$ cat src/rtl/latch_enable_sequencer_pkg.sv
// Shared definitions for the latch enable sequencer: FSM state encoding and
// helper functions used to size the phase counter and vet the parameters.
package latch_enable_sequencer_pkg;

  typedef enum logic [2:0] {
    IDLE  = 3'd0,
    SETUP = 3'd1,
    PULSE = 3'd2,
    HOLD  = 3'd3,
    DONE  = 3'd4
  } state_e;

  // Longest of the three timed phases.
  function automatic int max_phase(input int setup_cyc, input int pulse_cyc, input int hold_cyc);
    int m;
    m = setup_cyc;
    if (pulse_cyc > m) m = pulse_cyc;
    if (hold_cyc > m) m = hold_cyc;
    return m;
  endfunction

  // The phase counter is loaded with (length - 1), so clog2(max) bits hold
  // every reload value without wrapping.
  function automatic int phase_cnt_width(input int setup_cyc, input int pulse_cyc, input int hold_cyc);
    int m;
    m = max_phase(setup_cyc, pulse_cyc, hold_cyc);
    return (m > 1) ? $clog2(m) : 1;
  endfunction

  // Every timed phase must last at least one cycle.
  function automatic bit timing_params_ok(input int setup_cyc, input int pulse_cyc, input int hold_cyc);
    return (setup_cyc >= 1) && (pulse_cyc >= 1) && (hold_cyc >= 1);
  endfunction

  // Supported size of the latch bank.
  function automatic bit latch_count_ok(input int n_latch);
    return (n_latch >= 2) && (n_latch <= 16);
  endfunction

endpackage

$ cat src/rtl/latch_enable_sequencer_phase_counter.sv
// Loadable down-counter with a zero flag. One instance times the setup,
// pulse and hold phases; the owner muxes the reload value per phase.
module latch_enable_sequencer_phase_counter #(
  parameter int CNT_W = 2
) (
  input  logic             clk,
  input  logic             reset_n,
  input  logic             load_i,
  input  logic [CNT_W-1:0] load_val_i,
  input  logic             dec_i,
  output logic             zero_o
);

  logic [CNT_W-1:0] count_q;
  logic [CNT_W-1:0] count_d;

  // Load has priority; decrement saturates at zero so a phase never wraps.
  always_comb begin
    count_d = count_q;
    if (load_i) begin
      count_d = load_val_i;
    end else if (dec_i && (count_q != '0)) begin
      count_d = count_q - 1'b1;
    end
  end

  // Count register.
  always_ff @(posedge clk or negedge reset_n) begin
    if (!reset_n) begin
      count_q <= '0;
    end else begin
      count_q <= count_d;
    end
  end

  assign zero_o = (count_q == '0);

endmodule

$ cat src/rtl/latch_enable_sequencer.sv
// Drives a bank of D latches sharing one data line: accepts a write request,
// presents the data, then pulses exactly one latch enable framed by setup and
// hold windows. All outputs are registered; at most one enable is ever high.
module latch_enable_sequencer
  import latch_enable_sequencer_pkg::*;
#(
  parameter int N_LATCH   = 4,
  parameter int DATA_W    = 1,
  parameter int SETUP_CYC = 1,
  parameter int PULSE_CYC = 2,
  parameter int HOLD_CYC  = 1
) (
  input  logic                       clk,
  input  logic                       reset_n,
  input  logic                       req_valid,
  output logic                       req_ready,
  input  logic [$clog2(N_LATCH)-1:0] req_sel,
  input  logic [DATA_W-1:0]          req_data,
  output logic [DATA_W-1:0]          d_out,
  output logic [N_LATCH-1:0]         en_out,
  output logic                       busy,
  output logic                       done,
  output logic                       err
);

  localparam int SEL_W = $clog2(N_LATCH);
  localparam int CNT_W = phase_cnt_width(SETUP_CYC, PULSE_CYC, HOLD_CYC);
  localparam logic [CNT_W-1:0] SETUP_LOAD = CNT_W'(SETUP_CYC - 1);
  localparam logic [CNT_W-1:0] PULSE_LOAD = CNT_W'(PULSE_CYC - 1);
  localparam logic [CNT_W-1:0] HOLD_LOAD  = CNT_W'(HOLD_CYC - 1);

  // Reject unusable parameter sets while elaborating.
  if (!timing_params_ok(SETUP_CYC, PULSE_CYC, HOLD_CYC)) begin : g_bad_timing
    $error("latch_enable_sequencer: SETUP_CYC, PULSE_CYC and HOLD_CYC must all be >= 1");
  end
  if (!latch_count_ok(N_LATCH)) begin : g_bad_latch_count
    $error("latch_enable_sequencer: N_LATCH must be in 2..16");
  end

  state_e             state_q, state_d;
  logic [SEL_W-1:0]   sel_q, sel_d;
  logic [DATA_W-1:0]  data_q, data_d;
  logic [N_LATCH-1:0] en_q, en_d;
  logic               ready_q, ready_d;
  logic               busy_q, busy_d;
  logic               done_q, done_d;
  logic               err_q, err_d;

  logic               cnt_load;
  logic [CNT_W-1:0]   cnt_load_val;
  logic               cnt_dec;
  logic               cnt_zero;

  logic               sel_in_range;
  logic [N_LATCH-1:0] sel_onehot;

  // A select at or above N_LATCH is only possible for non-power-of-two banks.
  assign sel_in_range = ({1'b0, sel_q} < (SEL_W + 1)'(N_LATCH));

  // One-hot decode of the captured select; an out-of-range select decodes to zero.
  for (genvar gi = 0; gi < N_LATCH; gi++) begin : g_decode
    assign sel_onehot[gi] = (sel_q == SEL_W'(gi));
  end

  latch_enable_sequencer_phase_counter #(
    .CNT_W (CNT_W)
  ) u_phase_counter (
    .clk        (clk),
    .reset_n    (reset_n),
    .load_i     (cnt_load),
    .load_val_i (cnt_load_val),
    .dec_i      (cnt_dec),
    .zero_o     (cnt_zero)
  );

  // Next-state logic; each phase reloads the counter for the following one.
  always_comb begin
    state_d      = state_q;
    sel_d        = sel_q;
    data_d       = data_q;
    cnt_load     = 1'b0;
    cnt_load_val = '0;
    cnt_dec      = 1'b0;
    case (state_q)
      IDLE: begin
        if (req_valid && ready_q) begin
          sel_d        = req_sel;
          data_d       = req_data;
          cnt_load     = 1'b1;
          cnt_load_val = SETUP_LOAD;
          state_d      = SETUP;
        end
      end
      SETUP: begin
        if (cnt_zero) begin
          if (sel_in_range) begin
            cnt_load     = 1'b1;
            cnt_load_val = PULSE_LOAD;
            state_d      = PULSE;
          end else begin
            state_d = DONE;
          end
        end else begin
          cnt_dec = 1'b1;
        end
      end
      PULSE: begin
        if (cnt_zero) begin
          cnt_load     = 1'b1;
          cnt_load_val = HOLD_LOAD;
          state_d      = HOLD;
        end else begin
          cnt_dec = 1'b1;
        end
      end
      HOLD: begin
        if (cnt_zero) begin
          state_d = DONE;
        end else begin
          cnt_dec = 1'b1;
        end
      end
      DONE: begin
        state_d = IDLE;
      end
      default: begin
        state_d = IDLE;
      end
    endcase

    // Outputs are derived from the next state so they register in step with it.
    ready_d = (state_d == IDLE);
    busy_d  = (state_d != IDLE);
    done_d  = (state_d == DONE);
    err_d   = (state_d == DONE) && !sel_in_range;
    en_d    = (state_d == PULSE) ? sel_onehot : '0;
  end

  // State and output registers; reset drops enables immediately.
  always_ff @(posedge clk or negedge reset_n) begin
    if (!reset_n) begin
      state_q <= IDLE;
      sel_q   <= '0;
      data_q  <= '0;
      en_q    <= '0;
      ready_q <= 1'b0;
      busy_q  <= 1'b0;
      done_q  <= 1'b0;
      err_q   <= 1'b0;
    end else begin
      state_q <= state_d;
      sel_q   <= sel_d;
      data_q  <= data_d;
      en_q    <= en_d;
      ready_q <= ready_d;
      busy_q  <= busy_d;
      done_q  <= done_d;
      err_q   <= err_d;
    end
  end

  assign req_ready = ready_q;
  assign d_out     = data_q;
  assign en_out    = en_q;
  assign busy      = busy_q;
  assign done      = done_q;
  assign err       = err_q;

endmodule

$ cat config.mk
export PLATFORM = sky130hd
export DESIGN_NAME = latch_enable_sequencer
export DESIGN_NICKNAME = d
export VERILOG_FILES = /design/src/rtl/latch_enable_sequencer_pkg.sv /design/src/rtl/latch_enable_sequencer_phase_counter.sv /design/src/rtl/latch_enable_sequencer.sv
export SDC_FILE = /design/constraint.sdc
export NUM_CORES = 1
export LEC_CHECK = 0
export CELL_PAD_IN_SITES_DETAIL_PLACEMENT = 1
export CELL_PAD_IN_SITES_GLOBAL_PLACEMENT = 2
export CORE_ASPECT_RATIO = 0.9
export CORE_MARGIN = 2
export CORE_UTILIZATION = 29
export DETAILED_ROUTE_END_ITERATION = 16
export GPL_ROUTABILITY_DRIVEN = 0
export GPL_TIMING_DRIVEN = 0
export PLACE_DENSITY = 0.81
export SLEW_MARGIN = 5
export SYNTH_ARGS = -nofsm -noshare
export SYNTH_HDL_FRONTEND = slang
export SYNTH_SLANG_ARGS = --single-unit
$ cat constraint.sdc
create_clock -name clk -period 2.2 [get_ports clk]
set_clock_uncertainty 0.15 [all_clocks]
set_input_delay 0.66 -clock clk [delete_from_list [all_inputs] [get_ports clk]]
set_output_delay 0.66 -clock clk [all_outputs]
set_load 0.05 [all_outputs]
==> impl_metrics.tcl <==
set metrics [dict create \
    status "completed" \
    synth_cell_type_count 23 \
    n_fill_cell 227 \
    grt_pass1_vias 346 \
    cp-start-kind "flip-flop" \
    drt_iter0_drc 0 \
    grt_max_degree 15 \
    finalNonFillerCells 88 \
    vias_per_cell 4.35 \
    cp_max_fo 2 \
    cp_slowest_stage_delay_ps 530 \
    maxSlewViolCount 0 \
    critical-path-slowest-cell "dlygate4sd2_1" \
    powerDensity_mw_per_mm2 1450 \
    synthTopCellsByArea "dfrtp_1, mux2_2, nor3b_2" \
    critPathKind "flip-flop to primary output" \
    drcViolationCount 0 \
    hp-class "flip-flop to flip-flop" \
    antenna_found_initial 0 \
    vias 383 \
    multiInputGateArea_um2 216 \
    hold_viol 0 \
    io_buffers 13 \
    crit_buf_inv 1 \
    path_cells "dlygate4sd2_1" \
    max_clock_freq_mhz 511 \
    finalSetupTns_ps 0 \
    synth_seq_area_share 0.597 \
    wl_um 880 \
    end_kind "primary output" \
    synth_top_family_by_area "simple AND/OR/NAND/NOR gates" \
    clockRootBuffer "clkbuf_4" \
    synth_top_area_cell "dfrtp_1" \
    die_w_um 51.4 \
    syn-cell-area_um2 587 \
    crit_required_ps 1390 \
    syn2layout_area_growth_pct 32.0 \
    regArea_um2 350 \
    synth_nets 52 \
    overflow 0 \
    yosys.area_share.xor_xnor 0.0149 \
    numCtsBuffers 3 \
    slew_headroom 0.599 \
    synthAdderAreaFrac 0 \
    ioPinCount 15 \
    grt_pass1_wl_mm 1.56 \
    path_delay_family "buffers and inverters" \
    arrival_ps 1150 \
    rsz0062_at_grt "false" \
    syn_inst 46 \
    coreArea_mm2 0.00191 \
    ys_ff_latch 14 \
    track_usage 0.0928 \
    cts_sinks 14 \
    post-route-min-period_ps 1960 \
    synth_top_area_share 0.597 \
    h-tree-depth 1 \
    diodes 0 \
    rows 15 \
    worst_slew_pin_slew_ps 599 \
    dp_hpwl_um 669 \
    whs_ps 358 \
    cap_violations 0 \
    placed_cells 84 \
    fin_crit_sh 0.889 \
    synth_compound_area_frac 0.0597 \
    synth_warnings 0 \
    initial_core_util 0.307 \
    synth_area_per_cell_um2 12.8 \
    muxShareOfSynthArea 0.0576 \
    cts_tree "built" \
    vdd_drop_max_v 0.000617 \
    die_y_um 46.7 \
    clk_pin_slew_worst_paths_ps 80 \
    final_nets 70 \
    clk_latency_ps 270 \
    clockBufferDepth 2 \
    cellLeakagePower_uw 0.000368 \
    synthSimpleGateAreaFrac 0.230 \
    drtPass1Iterations 1 \
    drive_gt1_frac 0.206 \
    setup_viol 0 \
    post_drt_wl_per_cell_um 10.0 \
    drt.antenna.violating_nets 0 \
    design.die.area_mm2 0.00240 \
]
synth_stat cells:
master    number
inv_1          1
buf_2          1
buf_4          1
mux2_2         3
nand2_1        2
conb_1         1
nor3_1         1
nor3b_1        1
and3b_1        2
or4_1          1
nor2_1         3
a21oi_1        2
o21ai_0        2
xnor2_1        1
nand3b_1       1
nor4_4         1
or3b_2         1
or3b_1         1
a21o_1         2
dfrtp_1       14
clkbuf_1       1
nor3b_2        2
and2b_1        1
placed cells by master, fill, tap and decap left out:
cell type | netlist | routed
buf_2 | 1 | 1
a21oi_1 | 2 | 2
clkbuf_4 | 0 | 3
and3b_1 | 2 | 2
or4_1 | 1 | 1
a21o_1 | 2 | 2
conb_1 | 1 | 1
buf_4 | 1 | 1
and2b_1 | 1 | 1
o21ai_0 | 2 | 2
nor3b_1 | 1 | 1
nor3b_2 | 2 | 2
nor4_4 | 1 | 1
nand3b_1 | 1 | 1
dfrtp_1 | 14 | 14
or3b_2 | 1 | 1
or3b_1 | 1 | 1
mux2_2 | 3 | 3
nor2_1 | 3 | 3
clkbuf_1 | 1 | 1
xnor2_1 | 1 | 1
nor3_1 | 1 | 1
dlygate4sd2_1 | 0 | 8
clkbuf_8 | 0 | 1
clkdlybuf4s50_1 | 0 | 5
inv_1 | 1 | 1
nand2_1 | 2 | 2
through the flow:
step / utilization / cell area, µm² / setup slack [ps] / power, µW
after floorplan: - / 587 / 540 / 835
after global placement: 0.391 / 748 / 36.4 / 984
after detailed placement: 0.391 / 748 / 28.8 / 996
after CTS: 0.405 / 774 / 221 / 1140
after global routing: 0.405 / 774 / 172 / 1210
final: 0.405 / 774 / 245 / 1120
worst paths after layout:
path / to / start / slack, ps / depth (start not counted)
worst max-delay path: d_out / d_out$_DFFE_PN0P_ / 240 / 1
worst max register to register: sel_q[1]$_DFFE_PN0P_ / state_q[2]$_DFF_PN0_ / 550 / 3
max in group asynchronous: en_out[2]$_DFF_PN0_ / reset_n / 900 / 1
worst min register to register: en_out[1]$_DFF_PN0_ / sel_q[1]$_DFFE_PN0P_ / 360 / 1
worst min-delay path: en_out[1]$_DFF_PN0_ / sel_q[1]$_DFFE_PN0P_ / 360 / 1
min in group asynchronous: state_q[0]$_DFF_PN0_ / reset_n / 610 / 1
timing repair:
action,in CTS,in global routing
hold buffers,0,0
endpoints found under the setup margin,8,0
gates resized for setup,8,0
buffers inserted,0,0
where the power goes:
group | internal, µW | switching, µW | total, µW
sequential | 356 | 65.4 | 421
clock | 100 | 74.8 | 175
combinational | 190 | 333 | 523
total | 646 | 473 | 1120
logic make-up after synthesis:
logic type,after synthesis
multiplexers,3
XOR/XNOR,1
flip-flops,14
AO/OA/AOI/OAI,6
other,1
AND/OR/NAND/NOR,17
buffers and inverters,4
area by class of cell:
cell class,instances,share of cell area
sequential,14,0.452
multi-input combinational,28,0.279
timing repair buffer,13,0.155
clock buffer,4,0.0468
tap,25,0.0404
buffer,3,0.0210
inverter,1,0.00485
state kept, by name, summed over array words and instances (netlist names):
| signal | count |
|---|---|
| d_out | 1 |
| busy | 1 |
| sel_q | 2 |
| done | 1 |
| en_out | 4 |
| u_phase_counter.count_q | 1 |
| req_ready | 1 |
| state_q | 3 |
per-layer routing:
layer / routed length [µm] / vias to the layer above / part of all wire / global-route usage
met2: 397 / 12 / 0.45 / 0.136
met5: 0 / - / 0 / 0
met4: 19 / 0 / 0.022 / 0.0474
met3: 55 / 2 / 0.063 / 0.0422
li1: - / 187 / - / -
met1: 408 / 182 / 0.46 / 0.116
Power figures use the tool's default switching activity.
